[src/rtl/arith_scheduler.sv]
// Two-requester round-robin add/multiply unit with a single registered response slot.
// Latency: response valid EXEC_LAT+1 cycles after grant; one op in flight at a time.
// Backpressure: result held in RESP until rsp_ready; no grants while busy.
module arith_scheduler #(
    parameter int EXEC_LAT = 2,
    parameter int OP_CNT_W = 8
) (
    input  logic                clk,
    input  logic                rst_n,
    input  logic [1:0]          req_valid,
    output logic [1:0]          req_ready,
    input  logic                req0_op,
    input  logic                req1_op,
    input  logic [2:0]          req0_a,
    input  logic [2:0]          req0_b,
    input  logic [2:0]          req1_a,
    input  logic [2:0]          req1_b,
    output logic                rsp_valid,
    input  logic                rsp_ready,
    output logic                rsp_id,
    output logic [5:0]          rsp_data,
    output logic                busy,
    output logic [OP_CNT_W-1:0] done_cnt
);

    typedef enum logic [1:0] {IDLE, EXEC, RESP} state_t;

    typedef struct packed {
        logic       op;
        logic [2:0] a;
        logic [2:0] b;
        logic       id;
    } op_t;

    localparam logic [3:0] EXEC_LAST = 4'(EXEC_LAT - 1);

    state_t     state, state_nxt;
    logic       rr;
    logic [3:0] exec_cnt;
    op_t        cur_op;
    op_t        sel_op;
    logic       grant_id;
    logic       req_hs;
    logic       exec_done;
    logic       rsp_hs;
    logic [3:0] sum4;
    logic [5:0] result;

    // Round-robin only matters when both requesters compete.
    always_comb begin
        grant_id = rr;
        if (req_valid == 2'b01)
            grant_id = 1'b0;
        else if (req_valid == 2'b10)
            grant_id = 1'b1;
    end

    always_comb begin
        if (grant_id)
            sel_op = '{op: req1_op, a: req1_a, b: req1_b, id: 1'b1};
        else
            sel_op = '{op: req0_op, a: req0_a, b: req0_b, id: 1'b0};
    end

    always_comb begin
        sum4   = {1'b0, cur_op.a} + {1'b0, cur_op.b};
        result = cur_op.op ? {2'b00, sum4} : ({3'b000, cur_op.a} * {3'b000, cur_op.b});
    end

    always_ff @(posedge clk or negedge rst_n) begin
        if (!rst_n)
            state <= IDLE;
        else
            state <= state_nxt;
    end

    always_comb begin
        state_nxt = state;
        req_ready = 2'b00;
        req_hs    = 1'b0;
        exec_done = 1'b0;
        rsp_hs    = 1'b0;
        rsp_valid = 1'b0;
        case (state)
            IDLE: begin
                if (|req_valid) begin
                    req_ready[grant_id] = 1'b1;
                    req_hs              = 1'b1;
                    state_nxt           = EXEC;
                end
            end
            EXEC: begin
                if (exec_cnt == EXEC_LAST) begin
                    exec_done = 1'b1;
                    state_nxt = RESP;
                end
            end
            RESP: begin
                rsp_valid = 1'b1;
                if (rsp_ready) begin
                    rsp_hs    = 1'b1;
                    state_nxt = IDLE;
                end
            end
            default: state_nxt = IDLE;
        endcase
    end

    assign busy = (state != IDLE);

    always_ff @(posedge clk or negedge rst_n) begin
        if (!rst_n) begin
            rr       <= 1'b0;
            exec_cnt <= 4'd0;
            cur_op   <= '0;
            rsp_data <= 6'd0;
            rsp_id   <= 1'b0;
            done_cnt <= '0;
        end else begin
            if (req_hs) begin
                cur_op   <= sel_op;
                rr       <= ~grant_id;
                exec_cnt <= 4'd0;
            end else if (state == EXEC && !exec_done) begin
                exec_cnt <= exec_cnt + 4'd1;
            end
            if (exec_done) begin
                rsp_data <= result;
                rsp_id   <= cur_op.id;
            end
            if (rsp_hs)
                done_cnt <= done_cnt + OP_CNT_W'(1);
        end
    end

endmodule

[config.mk]
export PLATFORM = sky130hd
export DESIGN_NAME = arith_scheduler
export DESIGN_NICKNAME = d
export VERILOG_FILES = /design/src/rtl/arith_scheduler.sv
export SDC_FILE = /design/constraint.sdc
export NUM_CORES = 1
export LEC_CHECK = 0
export ABC_AREA = 1
export BUFFER_PORTS_ARGS = -buffer_cell sky130_fd_sc_hd__buf_2
export CORE_UTILIZATION = 40
export DETAILED_ROUTE_END_ITERATION = 10
export SETUP_SLACK_MARGIN = 0.3
export SLEW_MARGIN = 5
export SYNTH_ARGS = -nofsm -noshare
export SYNTH_HDL_FRONTEND = slang
export SYNTH_SLANG_ARGS = --single-unit
[constraint.sdc]
create_clock -name clk -period 3.7 [get_ports clk]
set_input_delay 0.925 -clock clk [delete_from_list [all_inputs] [get_ports clk]]
set_output_delay 0.925 -clock clk [all_outputs]
set_load 0.005 [all_outputs]
After elaboration in Yosys (flattened, before gate mapping)
Index checks and enable logic that the tools add are counted.
{"block": "totals", "output_inout_bits": 19, "word_cells": 54, "ff_bits": 30}
{"block": "classes", "n_eq_ne": 8, "n_lt_le_gt_ge": 2, "muxes": 21, "n_reduce_logical": 8, "addsub": 3, "multipliers": 1, "bitwise_logic": 1}
{"cell": "$mux 1", "n": 10}
{"cell": "$mux 2", "n": 5}
{"cell": "$add 8x1->8 const B", "n": 1}
{"cell": "$mux 4", "n": 2}
{"cell": "$mux 8", "n": 1}
{"cell": "$mul 3x3->6", "n": 1}
{"cell": "$mux 6", "n": 1}
{"cell": "$ne 2x2->1 const B", "n": 3}
{"cell": "$pmux 2 s3", "n": 1}
{"cell": "$add 3x3->4", "n": 1}
{"cell": "$add 4x1->4 const B", "n": 1}
{"cell": "$eq 2x1->1 const B", "n": 2}
{"cell": "$eq 2x2->1 const B", "n": 2}
{"cell": "$eq 4x1->1 const B", "n": 1}
{"cell": "$reduce_bool 2->1", "n": 2}
{"cell": "$reduce_and 3->1", "n": 1}
{"cell": "$logic_and 1x1->1", "n": 2}
{"cell": "$logic_not 2->1", "n": 1}
{"cell": "$lt 1x2->1 const B", "n": 1}
{"cell": "$reduce_or 2->1", "n": 1}
{"cell": "$demux 1 s1", "n": 1}
{"cell": "$ge 1x1->1 const B", "n": 1}
{"cell": "$logic_not 1->1", "n": 1}
{"cell": "$not 1->1", "n": 1}

Logic depth before layout (Yosys ltp)
Gate-level depths: netlist of run 1.
{"block": "logic_depth", "word_depth": 9, "mapped_depth": 11}

Worst setup path before layout of run 1
OpenSTA, ideal clock, no wires.
{"block": "synth_path", "path_type": "input-to-output", "start": "input port req_valid[1]", "end": "output port req_ready[0]", "setup_slack_ns": 1.585, "path_stages": 3, "arrival_ns": 1.190, "path_buffers": 0, "path_cell_list": "nand2_1 nand3_2 clkinv_1"}
{"block": "synth_via", "elab_chain_len": 9, "elab_cells_between_ends": 12, "classes_between": "order compare: 2; eq/ne: 2; mux: 6; reduce/logical: 2"}
{"item": "from (decl)", "line": "10", "source": "input logic [1:0] req_valid,"}
{"item": "$eq 2x2->1", "line": "54", "source": "else if (req_valid == 2'b10)"}
{"item": "$mux 1", "line": "54"}
{"item": "$mux 1", "line": "52", "source": "if (req_valid == 2'b01)"}
{"item": "$lt 1x2->1 (implied by the code) / $ge 1x1->1 (equally long branches)", "line": "87", "source": "req_ready[grant_id] = 1'b1;"}
{"item": "$logic_and 1x1->1 (implied by the code)", "line": "87"}
{"item": "$mux 1 (implied by the code)", "line": "87"}
{"item": "$demux 1 s1", "line": "87"}
{"item": "$mux 2 *", "line": "86", "source": "if (|req_valid) begin"}
{"item": "$mux 2 *", "line": "84", "source": "case (state)"}
{"item": "to (decl)", "line": "11", "source": "output logic [1:0] req_ready,"}
Every way passes the cells marked *; elsewhere a longest branch is shown, timed or not.

Worst setup path in the final report of run 1
{"block": "layout_path", "start": "input port req_valid[0]", "end": "output port req_ready[1]"}
Same word-level chain as after synthesis.

==> results of run 1 <==
[metrics by stage]
stage               std cells  power (mW)  setup slack, ns  util, %  cell area [sq um]
floorplan                 220        1.07             1.58        -               1780
global placement          305        1.25             1.24     48.3               2000
detailed placement        305        1.25             1.21     48.3               2000
CTS                       313        1.54             1.20     50.6               2100
global route              313        1.69             1.11     50.6               2100
finish                    313        1.51             1.21     50.6               2100
[where the power goes]
part | total (mW) | internal (mW) | switching, mW
logic | 0.661 | 0.267 | 0.394
clock network | 0.271 | 0.149 | 0.122
registers | 0.578 | 0.450 | 0.128
total | 1.51 | 0.866 | 0.644
[cell families after synthesis]
logic type	Yosys count	share of synthesized area [%]
AO/OA/AOI/OAI	10	4.09
flip-flops	30	42.3
XOR/XNOR	7	3.45
buffers and inverters	31	7.40
adder cells (fa/ha/maj)	15	11.4
AND/OR/NAND/NOR	127	31.4
[cells in the mapped netlist (all sizes together)]
cell     n  share of area (%)
clkinv   2               0.42
fa       2                2.3
a21oi    1               0.28
nor2    11                3.3
o21ai    7                3.0
nand3b   1               0.42
buf      2                1.3
inv     27                5.7
ha      13                9.2
nand2   90                 19
nand4    2               0.70
o22ai    1               0.35
o31ai    1               0.42
xnor2    2               0.99
nand3   23                7.8
dfrtp   30                 42
xor2     5                2.5
[worst max-delay path: stages]
cell and delay [ns]:
buf_2 0.13, nand2_1 0.07, nand3_2 0.06, clkinv_1 0.18
buf_2 0.19
[worst max path at each step]
stage / from / end / depth (start not counted) / slack (ns)
after floorplan: req_valid[1] / req_ready[0] / 3 / 1.58
final: req_valid[0] / req_ready[1] / 5 / 1.21
after global placement: req_valid[1] / req_ready[0] / 5 / 1.24
after global routing: req_valid[1] / req_ready[0] / 5 / 1.11
after detailed placement: req_valid[0] / req_ready[1] / 5 / 1.21
after CTS: req_valid[0] / req_ready[1] / 5 / 1.20
[sequential cells by signal, indices dropped and copies added, names as in the netlist]
signal    flops
done_cnt      8
rr            1
rsp_id        1
cur_op        8
exec_cnt      4
state         2
rsp_data      6
[cell type report]
class	count	area, sq um	share of cell area [%]
clock buffer	6	82.6	3.94
tap	50	62.6	2.99
inverter	29	109	5.19
sequential	30	751	35.8
multi-input combinational	159	893	42.6
timing repair buffer	37	185	8.84
clock inverter	2	12.5	0.597
[layer usage]
layer / track usage [%] / vias up
met3: 5.59 / 2
li1: - / 775
met4: 5.47 / 0
met2: 22.8 / 41
met5: 0 / -
met1: 22.2 / 616
==> run summary, run 1 <==
The leading cell type in the layout, fill and taps excluded is nand2_1. The power per standard cell area is 721 mW/mm^2, and the via count of the first global-routing pass is 1254. After layout, the worst path uses 67.2% of the clock period. Dividing the detail-routed wire length by the instance count gives 10.1 um.

Adding up every negative setup slack in the final design gives 0 ns. The worst hold path depth came out at 2. In this run the critical register-to-register path is launched from cur_op[2].

The endpoint identified for the worst register-to-register timing path is rsp_data[4]. The first-pass GRT wire length was 5.47 mm; the highest clock frequency the design can meet was 402 MHz. The synthesized design contains 30 register bits. The area growth from synthesis to layout is 18.0%.

For flop-to-flop paths, the worst setup slack is 1.55 ns. The CTS sink count was 30. The floorplan die area was 0.00471 sq mm; the row count was 23. The run gives 5 as the total CTS buffers.

Between clock sinks in the finished design, the worst skew comes to 0.00403 ns. The flow ran to the end, and the final reports show no timing, DRC or antenna violations. The critical path in this run is classified as input pin to primary output.

Clock latency on the worst-skew pair, taken at its later pin, is 0.28 ns. The final-report hold violation count is 0, and the post-synthesis average cell area is 8.07 sq um. The shortest clock period the worst path allows after layout was 2.49 ns; the detailed-routed wire length on met3 was 197 um.

The H-tree was split into 2 levels. In this run the tightest slew margin relative to its limit is 56.4%. Summed over all cells, the static leakage comes to 1.21 nW. The endpoint type of the worst setup path was a primary output. For the number of buffers inserted for hold repair after clock tree synthesis, the log shows 0. In this run the worst path has a maximum fanout of 8.

The number of nets in the synthesized netlist is 254. In the final design database the tool counted 296 nets. For the top-level I/O count, the log shows 38. For the worst flop-to-flop path, the logic depth is 10. The detail route stage leaves a number of antenna-violating nets equal to 0.

IR analysis of the VDD net gives a maximum drop of 305 uV. During synthesis, Yosys emitted a total of 0 warnings. The filler cell count is 427, and the fraction of final layout cells sized beyond drive strength 1 is 21.3%. Final count of negative-setup-slack endpoints: 0. The detailed placer's ending HPWL came out at 2.45 mm.

The max-cap violation count is 0, and the worst-case hold slack is 0.474 ns. Clock root buffer: clkbuf_8. The logs give 31 for the pin count of the biggest net entering global routing and 0.00414 sq mm for the area of the core. The library cells used most frequently in the layout, excluding fill and tap cells, are nand2_1, buf_2, dfrtp_1.

After detailed routing, no signal wire sits above met4. Die height: 68.6 um. Routed length on met2: 1.29 mm. TritonCTS built the clock tree. The initial utilization of the core area, before any placement, comes to 42.8%. STA puts the critical path data arrival time at 1.56 ns. During placement, the flow inserted port buffers numbering 37. After clock tree synthesis, the clock-pin slew on the worst setup and hold paths is 0.06 ns. The worst hold path terminates at rsp_data[3]. Dividing the detail-routed via count by the number of cells gives 4.58.

At the pin with the least slew margin, the transition time is 0.654 ns. Post-CTS timing repair inserted 0 buffers for setup. For this run, design rule violations remaining after detail routing come to 0. The startpoint of the tightest hold check path was rsp_data[3].

In this run the cell area of the synthesized design comes to 0.00178 sq mm. The total global-route track usage came out at 16.0%. The run gives 220 as the instance count of the mapped netlist. The share of synthesized area occupied by flip-flops and latches was 42.3%. The detailed-route via count is 1434.

The starting DRC count in detailed routing was 80. The final weighted congestion of routability-driven global placement is 0.763. The tools report the startpoint type of the worst setup path as an input pin.

Gates resized during post-CTS repair numbered 0. The tools report the number of antenna violations at the first check in global routing as 0. The distinct cell type count after synthesis was 25. The pre-antenna-repair detailed-routing pass consisted of 4 iterations. The clock passes through at most 2 buffers. The global route total overflow came out at 0. The kind of path behind the tightest hold check is flip-flop to flip-flop. The width of the chip was 68.6 um; the max-slew violation count was 0. Setup repair after global routing left no endpoint under its margin. The tools report the post-detailed-routing wire length as 3.17 mm.

The repair_antennas step left the layout with diodes totalling 0. The required time of the critical path came out at 2.77 ns. In the final routing, the length of wire on met1 measures 1.67 mm.
Power figures use the tool's default switching activity.
==> run 2: changes to the inputs <==
--- a/config.mk
+++ b/config.mk
@@ -5,7 +5,7 @@
 export SDC_FILE = /design/constraint.sdc
 export NUM_CORES = 1
 export LEC_CHECK = 0
-export ABC_AREA = 1
+export ABC_AREA = 0
 export BUFFER_PORTS_ARGS = -buffer_cell sky130_fd_sc_hd__buf_2
 export CORE_UTILIZATION = 40
 export DETAILED_ROUTE_END_ITERATION = 10
==> constraint.sdc (replaced) <==
create_clock -name clk -period 2.1 [get_ports clk]
set_input_delay 0.525 -clock clk [delete_from_list [all_inputs] [get_ports clk]]
set_output_delay 0.525 -clock clk [all_outputs]
set_load 0.005 [all_outputs]
==> run 2 against run 1 <==
Effect of this change:
- total power is 78% higher
- flip-flop and latch count unchanged
- largest cell class unchanged
- non-clock buffer count increased by 6
- die area is 6.0% lower
- combinational power grew 89%
- worst setup slack got worse by 1.2 ns
==> run summary, run 2 <==
The logs give 1330 for the detailed-route via count and 0 for the max-slew violation count. 38 I/O pins were placed. STA puts the critical path data required time at 2.29 ns. The via count of the first global-routing pass came out at 1346.

The worst register-to-register path has a depth of 8. The share of synthesized cell area in and, or, nand and nor gates was 14.0%; the final standard cell count with taps included and fillers excluded was 250. Dividing the final minimum period by the clock period gives 98.1%. The final instance area came out at 0.00209 sq mm. In the post-route analysis, the smallest setup slack over all paths is 0.0404 ns.

For flop-to-flop paths, the worst setup slack is 0.04 ns. The maximum cell stage delay along the critical path is 0.42 ns, and the total global-route track usage is 19.0%. In this run the power density over the cells is 1280 mW/mm^2.

Setup violations remaining at the end of the flow were counted as 0. After synthesis, the largest family of logic cells by area is compound AO/OA/AOI/OAI gates. CTS placed an instance of clkbuf_8 at the clock tree root.

Register area: 752 sq um. STA classifies the critical path startpoint as a flip-flop. After the first detailed-routing iteration, the DRC count stood at 42.

The fraction of the mapped netlist area in compound gates came out at 16.8%. Derived from the worst setup path, the maximum achievable clock frequency is 486 MHz. In this run the worst path has a maximum fanout of 2.

The worst setup path category is flip-flop to flip-flop. Detailed placement finished with a half-perimeter wire length of 2.69 mm. Counting flops and latches in the post-synthesis netlist gives 30.

The tools report the maximum VDD drop as 700 uV. The layout has 378 filler cells. The endpoint of the worst register-to-register path was rsp_data[3]. In this run the worst hold path is classified as input pin to asynchronous set/reset pin. The mean routed wirelength per cell is 14.2 um. The pre-CTS setup slack is 0.00738 ns. The shortest clock period the worst path allows after layout was 2.06 ns; the die height was 66.5 um. TritonCTS built the clock tree.

The area growth from synthesis to layout is 25.5%, and the instance area at placement is 0.00193 sq mm. The post-synthesis share of cell area spent on full adders, half adders and majority gates is 12.2%. Hold timing on the final database bottoms out at a slack of 0.271 ns.

The global route total overflow is 0. The xor and xnor area share after synthesis came out at 5.26%. For this design, the slowest cell found on the critical path is fa_2. The area of the core was 0.00400 sq mm; the detailed-route vias per instance was 5.32. Traced cell by cell, the critical path runs through ha_2 > xnor2_2 > ha_4 > a31o_2 > inv_2 > fa_2 > nor2b_1 > o31ai_1.

The number of hold buffers added after CTS was 0. Max-cap violations in this run came to 0. TritonCTS created 5 clock buffers. At the pin with the least slew margin, the transition time is 0.659 ns. The run gives 2.68 mW as the total power. The startpoint of the worst-slack reg-to-reg timing path is cur_op[2]. Multiplexer share of the synthesized area: 3.83%.

Setup repair after global routing could not meet its margin everywhere. By instance count, the leading cell after synthesis is dfrtp_1. The tools report the final-report hold violation count as 0. The analysis attributes to cell leakage a power of 1.07 nW.

In the synthesized netlist the dominant register cell turns out to be dfrtp_1. The synthesized design devotes to its leading area cell type 45.1% of total area. The first global-routing pass estimated 6.12 mm of wire.

During placement, the flow inserted port buffers numbering 37. The multi-input logic area is 932 sq um. Leading cell type in the layout, fill and taps excluded: buf_2. Number of buffer and inverter stages on the critical path: 1. Measured along the x axis, the die boundary spans 66.5 um.

After synthesis, the share of flip-flops with an asynchronous set or reset is 100%. Synthesis handed over a netlist of 155 instances. Cells fill 52.3% of the core in the end. The die covers 0.00443 sq mm. Summed over all layers, the routed wires come to 3.56 mm. The number of antenna violations at the first check in global routing came out at 0. The pin count of the biggest net entering global routing came out at 31. The first-pass detailed-route iteration total came out at 4. The run finished with clean final reports. The initial utilization of the core area, before any placement, comes to 41.6%. Of the cells placed in the final design, the portion with a size suffix greater than 1 is 34.0%. The clock transition time at the flip-flop clock pins of the worst setup and hold paths is 0.06 ns. Net count reported at finish: 233.

Summed over all instances, the cell type with the most area after synthesis is dfrtp_1. The post-detailed-route DRC marker count is 0. The number of H-tree levels is 2, and the distinct cell type count after synthesis is 34. The largest registers in the layout are cur_op (8), done_cnt (8), rsp_data (6). The logs give 0.28 ns for the latest clock arrival within the worst-skew pair and 30 for the CTS sink count. The Yosys step of the flow raised 0 warnings. The cell family contributing the most delay on the critical path is adder cells. The endpoint type of the worst setup path is a flip-flop.

The share of the Yosys chip area taken by registers is 45.1%. The floorplan has 23 rows. The longest clock path from root to sink contains 2 buffers. For the final routed database, the setup TNS stands at 0 ns. At the end of routability-driven placement, the weighted congestion stood at 0.770. The run gives 189 as the synthesized netlist net count. By count the netlist is led by dfrtp_1, ha_1, o21ai_0.

After synthesis, the mean cell area works out to 10.7 sq um. Data arrival at the endpoint of the critical path: 2.25 ns. Yosys attributes the largest share of cell area to dfrtp_1, ha_1, a221o_1.

In the layout the commonest cells are buf_2, dfrtp_1, o21ai_0. The number of enable flip-flop cells after synthesis was 0. The run gives 241 as the instance count after placement with tap cells included. The tools report the number of nets with antenna violations after routing as 0.

The largest clock skew in the final design is 0.00347 ns, and the count of antenna diodes in the layout is 0. The cell area after synthesis is 0.00167 sq mm. The worst pin sits at a relative slew slack of 56.1%.
## run 2: report_power, final
part / internal [mW] / total, mW / switching, mW
clock network: 0.264 / 0.476 / 0.212
registers: 0.771 / 0.962 / 0.191
logic: 0.641 / 1.25 / 0.606
## run 2: metal layers
metal	vias up	part of all wire [%]	track usage [%]
li1	643	-	-
met1	636	42	21.2
met2	45	50	33.2
met3	6	6.4	5.82
met4	0	1.7	8.24
met5	-	0	0
## run 2: worst max-delay path by stage
stage / from / to / depth (start not counted) / slack, ns
floorplan: cur_op[5] / rsp_data[3] / 8 / 0.06
global placement: cur_op[5] / rsp_data[3] / 8 / 0.09
detailed placement: cur_op[5] / rsp_data[3] / 8 / 0.007
CTS: cur_op[2] / rsp_data[3] / 8 / -0.01
global route: cur_op[2] / rsp_data[3] / 8 / -0.03
finish: cur_op[2] / rsp_data[3] / 8 / 0.04
## run 2: kinds of logic (layout without fill, tap and decap cells)
| kind of cell | Yosys count | in the layout |
|---|---|---|
| compound gates | 41 | 41 |
| flops | 30 | 30 |
| mux | 6 | 6 |
| xor+xnor | 10 | 10 |
| simple gates | 41 | 41 |
| fa+ha+maj | 15 | 15 |
| buf+inv | 12 | 57 |
## run 2: timing repair
| item | CTS | global route |
|---|---|---|
| endpoints found under the setup margin | 5 | 6 |
| pin swaps | 4 | 3 |
| gates resized for setup | 2 | 8 |
| setup buffers | 0 | 1 |
## run 2: worst reg2reg max path, delay by kind of cell, from the launching register on
family | cells | cell delay [ns]
adders and majority gates | 3 | 0.79
xor gates and xnor gates | 1 | 0.15
DFF | 1 | 0.39
and+or+nand+nor | 1 | 0.13
buffers and inverters | 1 | 0.07
AOI/OAI and AO/OA | 2 | 0.44
## run 2: area by class of cell
type / count / area share (%)
timing repair buffer: 43 / 11.0
tap: 50 / 2.99
clock buffer: 7 / 4.13
multi-input combinational: 113 / 44.6
inverter: 6 / 1.08
clock inverter: 1 / 0.239
sequential: 30 / 36.0
==> run 3: changes to the inputs <==
--- a/config.mk
+++ b/config.mk
@@ -9,6 +9,7 @@
 export BUFFER_PORTS_ARGS = -buffer_cell sky130_fd_sc_hd__buf_2
 export CORE_UTILIZATION = 40
 export DETAILED_ROUTE_END_ITERATION = 10
+export PLACE_DENSITY = 0.61
 export SETUP_SLACK_MARGIN = 0.3
 export SLEW_MARGIN = 5
 export SYNTH_ARGS = -nofsm -noshare
==> run 3 against run 2 <==
Effect of this change:
- clock power is essentially flat
- largest cell class unchanged
- maximum frequency decreased by 1.3%
- sequential power is essentially flat
- core utilization decreased by 1.0 points
- first-iteration DRC count is the same
- critical path depth unchanged
- wire length decreased by 1.1%
- flip-flop and latch count did not move
- die area stayed put
- count of clock-buffer cells in the layout unchanged
- clock skew rose by 0.0019 ns
==> run summary, run 3 (synthesized netlist as in run 2, its figures left out) <==
Per report_power, the combinational group accounts for 44.3% of the total. For the row count, the log shows 23. Once the floorplan was initialized, standard cells occupied 41.6% of the core. Summed over all failing endpoints, the final setup total negative slack is 0 ns.

The die is 66.5 um tall. In this run, post-CTS hold repair placed 0 buffers. The leading cell type in the layout, fill and taps excluded is buf_2. CTS placed an instance of clkbuf_8 at the clock tree root.

At the pin with the least slew margin, the transition time is 0.666 ns. The shortest clock period the worst path allows after layout was 2.09 ns; the maximum cell stage delay along the critical path was 0.40 ns. The critical path is of the flip-flop to flip-flop type.

The analysis attributes to cell leakage a power of 1.06 nW. The signal on the critical path passes through ha_2 > xnor2_1 > ha_1 > ha_2 > inv_2 > fa_2 > nor2b_1 > o31ai_1. The flow ran to the end, and the final reports show no timing, DRC or antenna violations.

The port buffer count is 37. Measured against its own limit, the worst slew margin works out to 55.6%. The tools report the worst-case hold slack as 0.281 ns. The worst setup path is captured at a flip-flop. For the final instance area, the log shows 0.00205 sq mm. For this design the ratio of total power to cell area is 1260 mW/mm^2. The tool flagged a number of max-cap violations equal to 0. The logs give 0.00400 sq mm for the area of the core and 1.62 mW for the internal power of the cells. For this run, design rule violations remaining after detail routing come to 0.

The run gives 2 as the number of H-tree levels. The starting DRC count in detailed routing is 42. The first-pass GRT wire length was 6.05 mm. The multi-input combinational cells in the finished layout cover a total of 886 sq um.

The run gives 234 as the net count reported at finish. The detailed placer's ending HPWL is 2.69 mm. Summing internal, switching and leakage power gives 2.58 mW. In this design, the critical path's most frequently occurring cell is ha_2.

Global routing finished with a remaining overflow of 0. STA puts the critical path data arrival time at 2.27 ns. Routability-driven placement finished with a final weighted congestion of 0.782.

At the worst endpoint, the required time is 2.28 ns. Clock transition time at the flip-flop clock pins of the worst setup and hold paths: 0.06 ns. STA classifies the critical path startpoint as a flip-flop.

The largest clock skew in the final design came out at 0.00534 ns. In the final routed layout, each cell accounts on average for 14.0 um. Pin placement for this block handled 38 I/O pins.

The placed instances occupy a cell area of 0.00193 sq mm. CTS saw 30 sinks. In the final layout, flip-flops and latches occupy 751 sq um. The area growth from synthesis to layout works out to 23.1%. After layout, the worst path uses 99.4% of the clock period. The detailed router placed 1321 vias in this run. Wires add up to 3.52 mm.

The largest registers in the layout are cur_op (8), done_cnt (8), rsp_data (6). Of the cells placed in the final design, the portion with a size suffix greater than 1 is 31.8%. Entering global routing, the biggest net connects 31 pins.

The via count of the first global-routing pass is 1303, and the first-pass detailed-route iteration total is 4. Final-report hold violation count: 0. TritonCTS built the clock tree. The tightest min-delay check is of the input pin to asynchronous set/reset pin type.

The max-slew violation count was 0. The analysis attributes to net switching a power of 0.960 mW. Total CTS buffers: 5. Timing analysis after detailed placement gives a worst setup slack of 0.0331 ns.

The die is 66.5 um wide. The tools report the number of antenna violations at the first check in global routing as 0. Slowest cell on the critical path: fa_2.

For the largest buffer count on any clock path, the log shows 2. IR analysis of the VDD net gives a maximum drop of 583 uV. The count of nets left with antenna violations once routing finished came out at 0. The floorplan step defined a die boundary enclosing 0.00443 sq mm. In this run the worst path has a maximum fanout of 2.

The worst path meets setup with 0.0123 ns of slack. Counting the fill cells in the layout gives 371. The clock network is responsible for 18.4% of the overall power.

In the layout the commonest cells are buf_2, dfrtp_1, o21ai_0. In the routed layout, each cell is associated on average with a via count of 5.26. Setup repair after global routing could not meet its margin everywhere. For this run, the top clock speed supported by timing is 479 MHz. Setup violations remaining at the end of the flow were counted as 0. The latest clock arrival within the worst-skew pair was 0.27 ns. The tools report the part of the power in registers as 37.3%. In the global route stage, overall resource usage came out at 18.3%. The share of total power consumed by net switching was 37.2%.

The repair_antennas step left the layout with diodes totalling 0.
run 3: final timing paths:
path | from | slack, ns | end | depth (start not counted)
max | cur_op[5] | 0.01 | rsp_data[3] | 8
min | rst_n | 0.28 | cur_op[0] | 1
max reg2reg | cur_op[5] | 0.01 | rsp_data[3] | 8
min reg2reg | done_cnt[7] | 0.48 | done_cnt[7] | 1
max in group asynchronous | rst_n | 1.39 | rsp_data[0] | 1
min in group clk | req1_a[2] | 0.48 | cur_op[6] | 2
run 3: per-stage QoR:
step / utilization, % / instances
6_report: 51.3 / 251
3_3_place_gp: 48.3 / 241
5_1_grt: 51.3 / 251
4_1_cts: 51.0 / 250
3_5_place_dp: 48.3 / 241
2_1_floorplan: - / 155
run 3: final cells by class:
cell class / count / share of cell area [%]
Sequential cell: 30 / 36.6
Clock buffer: 7 / 4.21
Multi-Input combinational cell: 113 / 43.2
Inverter: 6 / 1.10
Clock inverter: 1 / 0.244
Timing Repair Buffer: 44 / 11.6
Tap cell: 50 / 3.05
run 3: power groups by stage:
| stage | Clock [mW] | Combinational [mW] | Sequential (mW) |
|---|---|---|---|
| finish | 0.475 | 1.14 | 0.961 |
| global route | 0.523 | 1.31 | 0.996 |
| CTS | 0.492 | 1.15 | 0.957 |
| detailed placement | 0 | 1.13 | 0.963 |
| global placement | 0 | 1.10 | 0.949 |
| floorplan | 0 | 0.793 | 0.923 |
run 3: per-layer routing:
metal	global-route usage, %	share of wire, %	wire length (um)	up-vias
met5	0	0	0	-
met2	30.9	49	1730	40
met1	22.4	46	1610	633
met3	5.82	4.7	166	4
li1	-	-	-	644
met4	4.79	0.48	17	0
run 3: worst max-delay path: cells and delay by family (launching register included):
kind / cells / cell delay [ns]
compound gates: 1 / 0.24
xor+xnor: 1 / 0.12
fa+ha+maj: 4 / 1.06
buf+inv: 1 / 0.05
flops: 1 / 0.38
simple gates: 1 / 0.14
run 3: repair_timing:
item	CTS	global route
setup endpoints to repair	5	6
pin swaps	1	3
resized for setup	2	1
buffers inserted	1	1
